===== config.mk =====
export PLATFORM = sky130hd
export DESIGN_NAME = watch_edit_cu
export DESIGN_NICKNAME = d
export VERILOG_FILES = /design/src/rtl/watch_pkg.sv /design/src/rtl/btn_edge.sv /design/src/rtl/watch_edit_cu.sv
export SDC_FILE = /design/constraint.sdc
export NUM_CORES = 1
export LEC_CHECK = 0
export CAP_MARGIN = 20
export CORE_MARGIN = 1
export CORE_UTILIZATION = 44
export DETAILED_ROUTE_END_ITERATION = 8
export PLACE_DENSITY = 0.72
export SETUP_SLACK_MARGIN = 0.15
export SYNTH_ARGS = -nofsm -noshare
export SYNTH_HDL_FRONTEND = slang
export SYNTH_SLANG_ARGS = --single-unit

===== constraint.sdc =====
create_clock -name clk -period 3.3 [get_ports clk]
set_input_delay 0.66 -clock clk [delete_from_list [all_inputs] [get_ports clk]]
set_output_delay 0.66 -clock clk [all_outputs]
set_load 0.05 [all_outputs]

===== src/rtl/watch_pkg.sv =====
// Shared types and constants for the watch edit control unit.
package watch_pkg;

    typedef enum logic [1:0] {
        ST_RUN    = 2'd0,
        ST_EDIT   = 2'd1,
        ST_DELAY  = 2'd2,
        ST_REPEAT = 2'd3
    } state_t;

    // Field indices, least significant first
    localparam int F_MSEC = 0;
    localparam int F_SEC  = 1;
    localparam int F_MIN  = 2;
    localparam int F_HOUR = 3;

    // Default geometry and timing (timing in 1 kHz ticks)
    localparam int DEF_NUM_FIELDS   = 4;
    localparam int DEF_PAGE_SIZE    = 2;
    localparam int DEF_REPEAT_DELAY = 500;
    localparam int DEF_REPEAT_RATE  = 100;
    localparam int DEF_IDLE_TIMEOUT = 10000;
    localparam int DEF_BLINK_HALF   = 250;

    // Bit positions of the buttons in the packed {C,U,D,L,R} vector
    localparam int BTN_NUM = 5;
    localparam int BTN_R   = 0;
    localparam int BTN_L   = 1;
    localparam int BTN_D   = 2;
    localparam int BTN_U   = 3;
    localparam int BTN_C   = 4;

    localparam logic [BTN_NUM-1:0] MASK_U = BTN_NUM'(1) << BTN_U;
    localparam logic [BTN_NUM-1:0] MASK_D = BTN_NUM'(1) << BTN_D;

endpackage


===== src/rtl/btn_edge.sv =====
// Registered rising-edge detector for a vector of debounced button levels.
// The previous-level registers reset to 1 so a button held through reset
// is not mistaken for a fresh press.
module btn_edge #(
    parameter int W = 5
)(
    input  logic         clk,
    input  logic         rst,
    input  logic [W-1:0] level,
    output logic [W-1:0] rise,
    output logic [W-1:0] level_q
);

    // Capture the level and flag a low-to-high transition one cycle later
    always_ff @(posedge clk or posedge rst) begin
        if (rst) begin
            level_q <= '1;
            rise    <= '0;
        end else begin
            level_q <= level;
            rise    <= level & ~level_q;
        end
    end

endmodule


===== src/rtl/watch_edit_cu.sv =====
// Watch control unit: field selection by page, edit mode with inc/dec
// pulses, hold-to-repeat, idle timeout and blink of the selected field.
//
//   state     | meaning
//   ----------+-----------------------------------------------------------
//   ST_RUN    | normal display; L/R move within the current page
//   ST_EDIT   | editing; L/R wrap over all fields, U/D emit one pulse
//   ST_DELAY  | U/D held, waiting REPEAT_DELAY ticks before auto-repeat
//   ST_REPEAT | U/D still held, one pulse every REPEAT_RATE ticks
module watch_edit_cu
    import watch_pkg::*;
#(
    parameter int NUM_FIELDS   = DEF_NUM_FIELDS,
    parameter int PAGE_SIZE    = DEF_PAGE_SIZE,
    parameter int SEL_W        = 2,
    parameter int PAGE_W       = 1,
    parameter int REPEAT_DELAY = DEF_REPEAT_DELAY,
    parameter int REPEAT_RATE  = DEF_REPEAT_RATE,
    parameter int IDLE_TIMEOUT = DEF_IDLE_TIMEOUT,
    parameter int BLINK_HALF   = DEF_BLINK_HALF
)(
    input  logic              clk,
    input  logic              rst,
    input  logic              i_tick,
    input  logic              i_btnL,
    input  logic              i_btnR,
    input  logic              i_btnU,
    input  logic              i_btnD,
    input  logic              i_btnC,
    input  logic [PAGE_W-1:0] i_page,
    output logic [SEL_W-1:0]  o_field_sel,
    output logic              o_edit_mode,
    output logic              o_inc,
    output logic              o_dec,
    output logic              o_blink
);

    localparam int NUM_PAGES = NUM_FIELDS / PAGE_SIZE;
    localparam int HOLD_MAX  = (REPEAT_DELAY > REPEAT_RATE) ? REPEAT_DELAY : REPEAT_RATE;
    localparam int HOLD_W    = $clog2(HOLD_MAX) + 1;
    localparam int IDLE_W    = $clog2(IDLE_TIMEOUT) + 1;
    localparam int BLINK_W   = $clog2(BLINK_HALF) + 1;

    logic [BTN_NUM-1:0] lvl, rise, lvl_q;

    state_t             state, state_n;
    logic [SEL_W-1:0]   field_sel, field_n;
    logic [PAGE_W-1:0]  page_q, page_n;
    logic               inc, inc_n, dec, dec_n;
    logic               blink, blink_n;
    logic               dir_up, dir_n;
    logic [HOLD_W-1:0]  hold_cnt, hold_n;
    logic [IDLE_W-1:0]  idle_cnt, idle_n;
    logic [BLINK_W-1:0] blink_cnt, blink_cnt_n;

    int                 page_int;
    logic [PAGE_W-1:0]  eff_page;
    logic [SEL_W-1:0]   page_base, page_top;
    logic               held, go_run, pulse;

    assign lvl = {i_btnC, i_btnU, i_btnD, i_btnL, i_btnR};

    btn_edge #(.W(BTN_NUM)) u_btn_edge (
        .clk     (clk),
        .rst     (rst),
        .level   (lvl),
        .rise    (rise),
        .level_q (lvl_q)
    );

    // Clamp the page switch to the last real page and derive its field range
    always_comb begin
        page_int = int'(i_page);
        if (page_int > NUM_PAGES - 1) page_int = NUM_PAGES - 1;
        eff_page  = PAGE_W'(page_int);
        page_base = SEL_W'(page_int * PAGE_SIZE);
        page_top  = SEL_W'(page_int * PAGE_SIZE + PAGE_SIZE - 1);
    end

    // The latched direction button, as seen through the edge detector delay
    assign held = |(lvl_q & (dir_up ? MASK_U : MASK_D));

    // Next-state, counters and registered outputs
    always_comb begin
        state_n     = state;
        field_n     = field_sel;
        page_n      = page_q;
        inc_n       = 1'b0;
        dec_n       = 1'b0;
        blink_n     = blink;
        dir_n       = dir_up;
        hold_n      = hold_cnt;
        idle_n      = idle_cnt;
        blink_cnt_n = blink_cnt;
        go_run      = 1'b0;
        pulse       = 1'b0;

        if (state != ST_RUN && i_tick) begin
            if (blink_cnt == BLINK_W'(BLINK_HALF - 1)) begin
                blink_n     = ~blink;
                blink_cnt_n = '0;
            end else if (blink_cnt != '1) begin
                blink_cnt_n = blink_cnt + 1'b1;
            end
        end

        case (state)
            ST_RUN: begin
                blink_n     = 1'b0;
                blink_cnt_n = '0;
                idle_n      = '0;
                hold_n      = '0;
                if (rise[BTN_C]) begin
                    state_n = ST_EDIT;
                    blink_n = 1'b1;
                end else if (eff_page != page_q) begin
                    page_n  = eff_page;
                    field_n = page_base;
                end else if (rise[BTN_L]) begin
                    field_n = (field_sel >= page_top) ? page_top : field_sel + 1'b1;
                end else if (rise[BTN_R]) begin
                    field_n = (field_sel <= page_base) ? page_base : field_sel - 1'b1;
                end
            end

            ST_EDIT: begin
                if (rise[BTN_C]) begin
                    go_run = 1'b1;
                end else if (rise[BTN_U] && !rise[BTN_D]) begin
                    inc_n   = 1'b1;
                    dir_n   = 1'b1;
                    hold_n  = '0;
                    idle_n  = '0;
                    state_n = ST_DELAY;
                end else if (rise[BTN_D] && !rise[BTN_U]) begin
                    dec_n   = 1'b1;
                    dir_n   = 1'b0;
                    hold_n  = '0;
                    idle_n  = '0;
                    state_n = ST_DELAY;
                end else begin
                    if (rise[BTN_L]) begin
                        field_n = (field_sel == SEL_W'(NUM_FIELDS - 1)) ? '0 : field_sel + 1'b1;
                    end else if (rise[BTN_R]) begin
                        field_n = (field_sel == '0) ? SEL_W'(NUM_FIELDS - 1) : field_sel - 1'b1;
                    end
                    if (|rise) begin
                        idle_n = '0;
                    end else if (i_tick) begin
                        if (idle_cnt == IDLE_W'(IDLE_TIMEOUT - 1)) go_run = 1'b1;
                        else if (idle_cnt != '1) idle_n = idle_cnt + 1'b1;
                    end
                end
            end

            ST_DELAY, ST_REPEAT: begin
                idle_n = '0;
                if (!held) begin
                    state_n = ST_EDIT;
                    hold_n  = '0;
                end else if (i_tick) begin
                    if ((state == ST_DELAY  && hold_cnt == HOLD_W'(REPEAT_DELAY - 1)) ||
                        (state == ST_REPEAT && hold_cnt == HOLD_W'(REPEAT_RATE - 1))) begin
                        pulse   = 1'b1;
                        hold_n  = '0;
                        state_n = ST_REPEAT;
                    end else if (hold_cnt != '1) begin
                        hold_n = hold_cnt + 1'b1;
                    end
                end
                if (pulse) begin
                    inc_n = dir_up;
                    dec_n = ~dir_up;
                end
            end

            default: state_n = ST_RUN;
        endcase

        if (go_run) begin
            state_n     = ST_RUN;
            field_n     = page_base;
            page_n      = eff_page;
            blink_n     = 1'b0;
            blink_cnt_n = '0;
            idle_n      = '0;
        end
    end

    // State and output registers
    always_ff @(posedge clk or posedge rst) begin
        if (rst) begin
            state     <= ST_RUN;
            field_sel <= SEL_W'(F_MSEC);
            page_q    <= '0;
            inc       <= 1'b0;
            dec       <= 1'b0;
            blink     <= 1'b0;
            dir_up    <= 1'b0;
            hold_cnt  <= '0;
            idle_cnt  <= '0;
            blink_cnt <= '0;
        end else begin
            state     <= state_n;
            field_sel <= field_n;
            page_q    <= page_n;
            inc       <= inc_n;
            dec       <= dec_n;
            blink     <= blink_n;
            dir_up    <= dir_n;
            hold_cnt  <= hold_n;
            idle_cnt  <= idle_n;
            blink_cnt <= blink_cnt_n;
        end
    end

    assign o_field_sel = field_sel;
    assign o_edit_mode = (state != ST_RUN);
    assign o_inc       = inc;
    assign o_dec       = dec;
    assign o_blink     = blink;

endmodule


After elaboration in Yosys (flattened, before gate mapping)
Cells that the tools add are included.
Storage, ports and cells
  bits in registers: 53
  latch bits: 0
  bits in writable memories: 0
  bits in read-only memories: 0
  input bits: 9
  output and inout port bits: 6
  memories kept: 0
Cells by class
  add/subtract/negate cells: 7
  multipliers: 0
  divide/modulo/power cells: 0
  order comparisons: 2
  equality and inequality tests: 30
  shift-type cells: 0
  mux-type cells: 78
  bitwise logic cells: 6
  reductions and logical operators: 30
Operator list (count)
  two-way mux 15 bit: 8
  two-way mux 10 bit: 7
  two-way mux 9 bit: 5
  two-way mux 2 bit: 22
  one-hot mux 10 bit (3 select lines): 1
  one-hot mux 15 bit (2 select lines): 1
  two-way mux 1 bit: 29
  != test 3 bit, second input constant: 6
  != test 6 bit, second input constant: 3
  != test 4 bit, second input constant: 4
  adder 15 x 1 -> 15 bit, second input constant: 1
  == test 15 x 14 -> 1 bit, second input constant: 1
  != test 15 bit, second input constant: 1
  adder 10 x 1 -> 10 bit, second input constant: 1
  == test 10 x 7 -> 1 bit, second input constant: 1
  == test 10 x 9 -> 1 bit, second input constant: 1
  != test 10 bit, second input constant: 1
  OR reduction 5 bit: 2
  adder 9 x 1 -> 9 bit, second input constant: 1
  == test 9 x 8 -> 1 bit, second input constant: 1
  != test 9 bit, second input constant: 1
  nonzero test 3 bit: 3
  AND reduction 4 bit: 2
  nonzero test 2 bit: 4
  31 further kinds: 46

Logic depth before layout (Yosys ltp)
  depth after elaboration: 10
  mapped depth: 10

Hierarchy
A second synthesis with hierarchy kept.
Second synthesis, totals
  cells, all modules: 348
  area, all modules: 3285.7 µm²
By module, submodules not included
  watch_edit_cu: times used 1, cells an instance 332, area each 2956.6 µm²
  btn_edge: times used 1, cells an instance 16, area each 329.1 µm²

Worst setup path after synthesis
Ideal clock, no wire load.
  path type: input-to-reg
  start point: in i_page
  end point: reg field_sel[1], in the netlist o_field_sel[1]
  data arrival time: 2346 ps
  data required time: 3180 ps
  setup slack: 835 ps
  cell stages on the path: 9
  buffers on the path: 2
  path through: clkbuf_1 inv_1 ha_1 clkbuf_1 mux2i_1 nor3_1 or4_1 and3_1 o22a_2
On the way
  word-level cells in the longest chain between the ends: 9
  elaborated cells between the ends (all ways): 15
  those cells by class: add/sub (2); order compare (2); eq/ne (2); mux (8); reduce/logical (1)
Ends and longest elaborated chain
  start: declaration: RTL line watch_edit_cu.sv:30  | input logic [PAGE_W-1:0] i_page,
  adder 2 bit: RTL line watch_edit_cu.sv:77  | page_top = SEL_W'(page_int * PAGE_SIZE + PAGE_SIZE - 1);
  subtractor 2 x 1 -> 2 bit: RTL line watch_edit_cu.sv:77
  >= comparator 2 bit: RTL line watch_edit_cu.sv:120  | field_n = (field_sel >= page_top) ? page_top : field_sel + 1'b1;
  two-way mux 2 bit: RTL line watch_edit_cu.sv:120
  two-way mux 2 bit: RTL line watch_edit_cu.sv:119  | end else if (rise[BTN_L]) begin
  two-way mux 2 bit: RTL line watch_edit_cu.sv:116  | end else if (eff_page != page_q) begin
  two-way mux 2 bit: RTL line watch_edit_cu.sv:113  | if (rise[BTN_C]) begin
  one-hot mux 2 bit (2 select lines): RTL line watch_edit_cu.sv:107  | case (state)
  two-way mux 2 bit: RTL line watch_edit_cu.sv:180  | if (go_run) begin
  end signal: assignment: RTL line watch_edit_cu.sv:194  | field_sel <= SEL_W'(F_MSEC);
  end signal: assignment: RTL line watch_edit_cu.sv:205  | field_sel <= field_n;
  end: declaration: RTL line watch_edit_cu.sv:47  | logic [SEL_W-1:0] field_sel, field_n;
Several ways; a longest one is shown, not always the timed one. The select of a mux whose other input is x is not followed.
A chain may end at the register's enable or synchronous reset.

Worst setup path in the final report
Same ends and word-level chain as after synthesis.

==> results.yml <==
setup_path:
  arrival_ps: 2890
  r2r_start: "u_btn_edge.rise[2]$_DFF_PP0_"
  crit_path_cell_trace: "clkdlybuf4s50_1 > inv_1 > ha_1 > or3b_2 > a211oi_1 > a21oi_1 > o21ai_0 > and3_1 > o22a_2"
  r2r_cells: 8
  max_stage_delay_ps: 540
  worstSetupPathDepth: 9
  crit_path_end: "o_field_sel[1]$_DFFE_PP0P_"
  r2r_slack_ps: 710
  path_delay_family: "buffers and inverters"
  crit_fanout: 9
  crit_path_start: "i_page"
  cp_data_required_time_ps: 3550
  worstSetupPathType: "primary input to flip-flop"
  worst_setup_path_end_kind: "flip-flop"
  r2r-end: "idle_cnt[11]$_DFFE_PP0P_"
  cp_slowest_cell: "clkdlybuf4s50_1"
  path_buf_inv: 2
  cp-start-kind: "primary input"
power_and_ir_drop:
  vdd_drop_max_mv: 0.336
  power.density_nw_per_um2: 547
  fin_total_pwr_uw: 1900
  leakage_uw: 0.00143
synthesis:
  syn-num-nets: 363
  yosys_warnings: 0
  syn-instance-count: 344
  yosysSeqAreaShare: 0.429
  syn_area_um2: 3100
  synth-edff-count: 0
  yosysTopAreaCellShare: 0.387
  synth_top_area_cell: "dfrtp_1"
  synthArstFlopShare: 1.00
  synthTopCellsByArea: "dfrtp_1 39%, dfstp_2 4.2%, nor2_1 4.2%"
  yosysMostFrequentCell: "dfrtp_1"
  syn_area_per_cell_um2: 9.02
  yosys_most_used_dff: "dfrtp_1"
  synth_commonest_cells: "48 x dfrtp_1, 35 x nor2_1, 30 x nand2_1"
  synth_seq_cells: 53
  ys_types: 54
timing:
  period_needed_ps: 2640
  finalSetupTns_ps: 0
  rsz0062_at_grt: "no"
  tightest_slew_ps: 756
  hold_viol: 0
  finalClockSkew_ps: 7.31
  period_share: 0.799
  setup_viol: 0
  max_slew_margin: 0.489
  fmax_ghz: 0.379
  maxSlewViolCount: 0
clock_tree:
  h-tree-depth: 2
  root_buffer: "clkbuf_8"
  cts_buffer_depth: 2
  numCtsBuffers: 5
  cts_hold_buf: 0
  post_cts_resized: 0
  cts.sinks: 53
  post-cts-setup-buffer-count: 0
  cts.clk_slew.worst_paths_ps: 100
  cts_tree: "yes"
  clk_latency_ps: 310
layout:
  n_antenna_cell: 0
  layout.nets: 378
  fillers: 652
  syn_to_final_growth_pct: 11.7
  drive_above_1_share: 0.103
  stdcell_area_um2: 3470
routing:
  dr.pass1.iters: 4
  drt-initial-drc-count: 90
  ant_nets: 0
  routedWlPerCell_um: 13.7
  vias_per_cell: 5.70
  drc: 0
  num_vias: 2601
  drt-total-wl_um: 6240
status:
  status: "completed"
global_routing:
  grt-ovfl-total: 0
  grt_max_degree: 29
  grt_pass1_vias: 2417
  antenna_found_initial: 0
  grt_pass1_wl_um: 10900
  grt_usage: 0.183
placement:
  portBuffers: 14
  postPlaceCellArea_um2: 3370
  dp_hpwl_um: 4580
  gp_congestion: 0.920
die:
  core_area_um2: 6790
  start_util: 0.457
  die_area_um2: 7390
  ios: 15
  rows: 30
  die_y_um: 86.0
  fp.dieW_um: 86.0
min_path:
  hp-class: "flip-flop to flip-flop"
job:
  maxCapViolCount: 0
stage by stage:
stage               hold slack (ps)  setup slack, ps  utilization  instances
floorplan                       455              835            -        344
global placement                480              477        0.497        448
detailed placement              477              338        0.497        448
CTS                             501              662        0.510        456
global route                    528              499        0.510        456
finish                          505              663        0.510        456
sequential cells by signal, indices dropped and copies added, names as in the netlist, 2 cells and up:
| register | flops |
|---|---|
| idle_cnt | 15 |
| hold_cnt | 10 |
| blink_cnt | 9 |
| u_btn_edge.level_q | 5 |
| u_btn_edge.rise | 5 |
| o_field_sel | 2 |
| state | 2 |
layout make-up:
type	count	area [um^2]	share of cell area
Inverter	16	60.1	0.0173
Sequential cell	53	1330	0.384
Tap cell	96	120	0.0347
Timing Repair Buffer	20	198	0.0570
Clock buffer	5	68.8	0.0199
Multi-Input combinational cell	263	1660	0.480
Clock inverter	3	22.5	0.00650
worst min path at each step:
stage	from	endpoint	slack (ps)	cells after the start
floorplan	blink_cnt[7]$_DFFE_PP0P_	blink_cnt[7]$_DFFE_PP0P_	450	1
global placement	u_btn_edge.level_q[3]$_DFF_PP1_	u_btn_edge.rise[3]$_DFF_PP0_	480	1
detailed placement	u_btn_edge.level_q[1]$_DFF_PP1_	u_btn_edge.rise[1]$_DFF_PP0_	480	1
CTS	blink_cnt[7]$_DFFE_PP0P_	blink_cnt[7]$_DFFE_PP0P_	500	1
global route	u_btn_edge.level_q[2]$_DFF_PP1_	u_btn_edge.rise[2]$_DFF_PP0_	530	1
finish	u_btn_edge.level_q[2]$_DFF_PP1_	u_btn_edge.rise[2]$_DFF_PP0_	500	1
cells in the final DEF, fill, tap and decap left out, types with 6 or more instances in the layout:
master           instances
nor2b_1                  8
a21oi_1                 24
nand3b_1                 6
nand2_1                 30
dfrtp_1                 48
xnor2_1                  8
inv_1                   15
nor2_1                  35
nand3_1                 17
ha_1                    10
and3_1                   8
o21ai_0                 25
clkdlybuf4s50_1         14
nor3_1                  11
routing by layer:
| layer | wire length, um | GRT usage |
|---|---|---|
| met3 | 199 | 0.0298 |
| met1 | 2810 | 0.228 |
| met2 | 3120 | 0.319 |
| met5 | 0 | 0 |
| met4 | 113 | 0.0667 |
power by group:
group	leakage [uW]	internal [uW]	switching (uW)
registers	0.000704	718	102
clock network	0.0000364	149	222
logic	0.000688	292	412
total	0.00143	1160	736
kinds of logic after synthesis:
| logic type | share of synthesized area |
|---|---|
| flip-flops | 0.429 |
| XOR/XNOR | 0.0311 |
| AO/OA/AOI/OAI | 0.180 |
| adder cells (fa/ha/maj) | 0.0403 |
| AND/OR/NAND/NOR | 0.260 |
| multiplexers | 0.0242 |
| buffers and inverters | 0.0343 |
worst reg2reg max path, stage by stage, from the launching register on:
cell	delay [ps]
dfrtp_1	420
inv_1	100
ha_1	170
or4b_1	480
nor3_1	280
nand3b_1	190
or2_2	430
or3_1	370
nand3_1	80
Power figures use the tool's default switching activity.
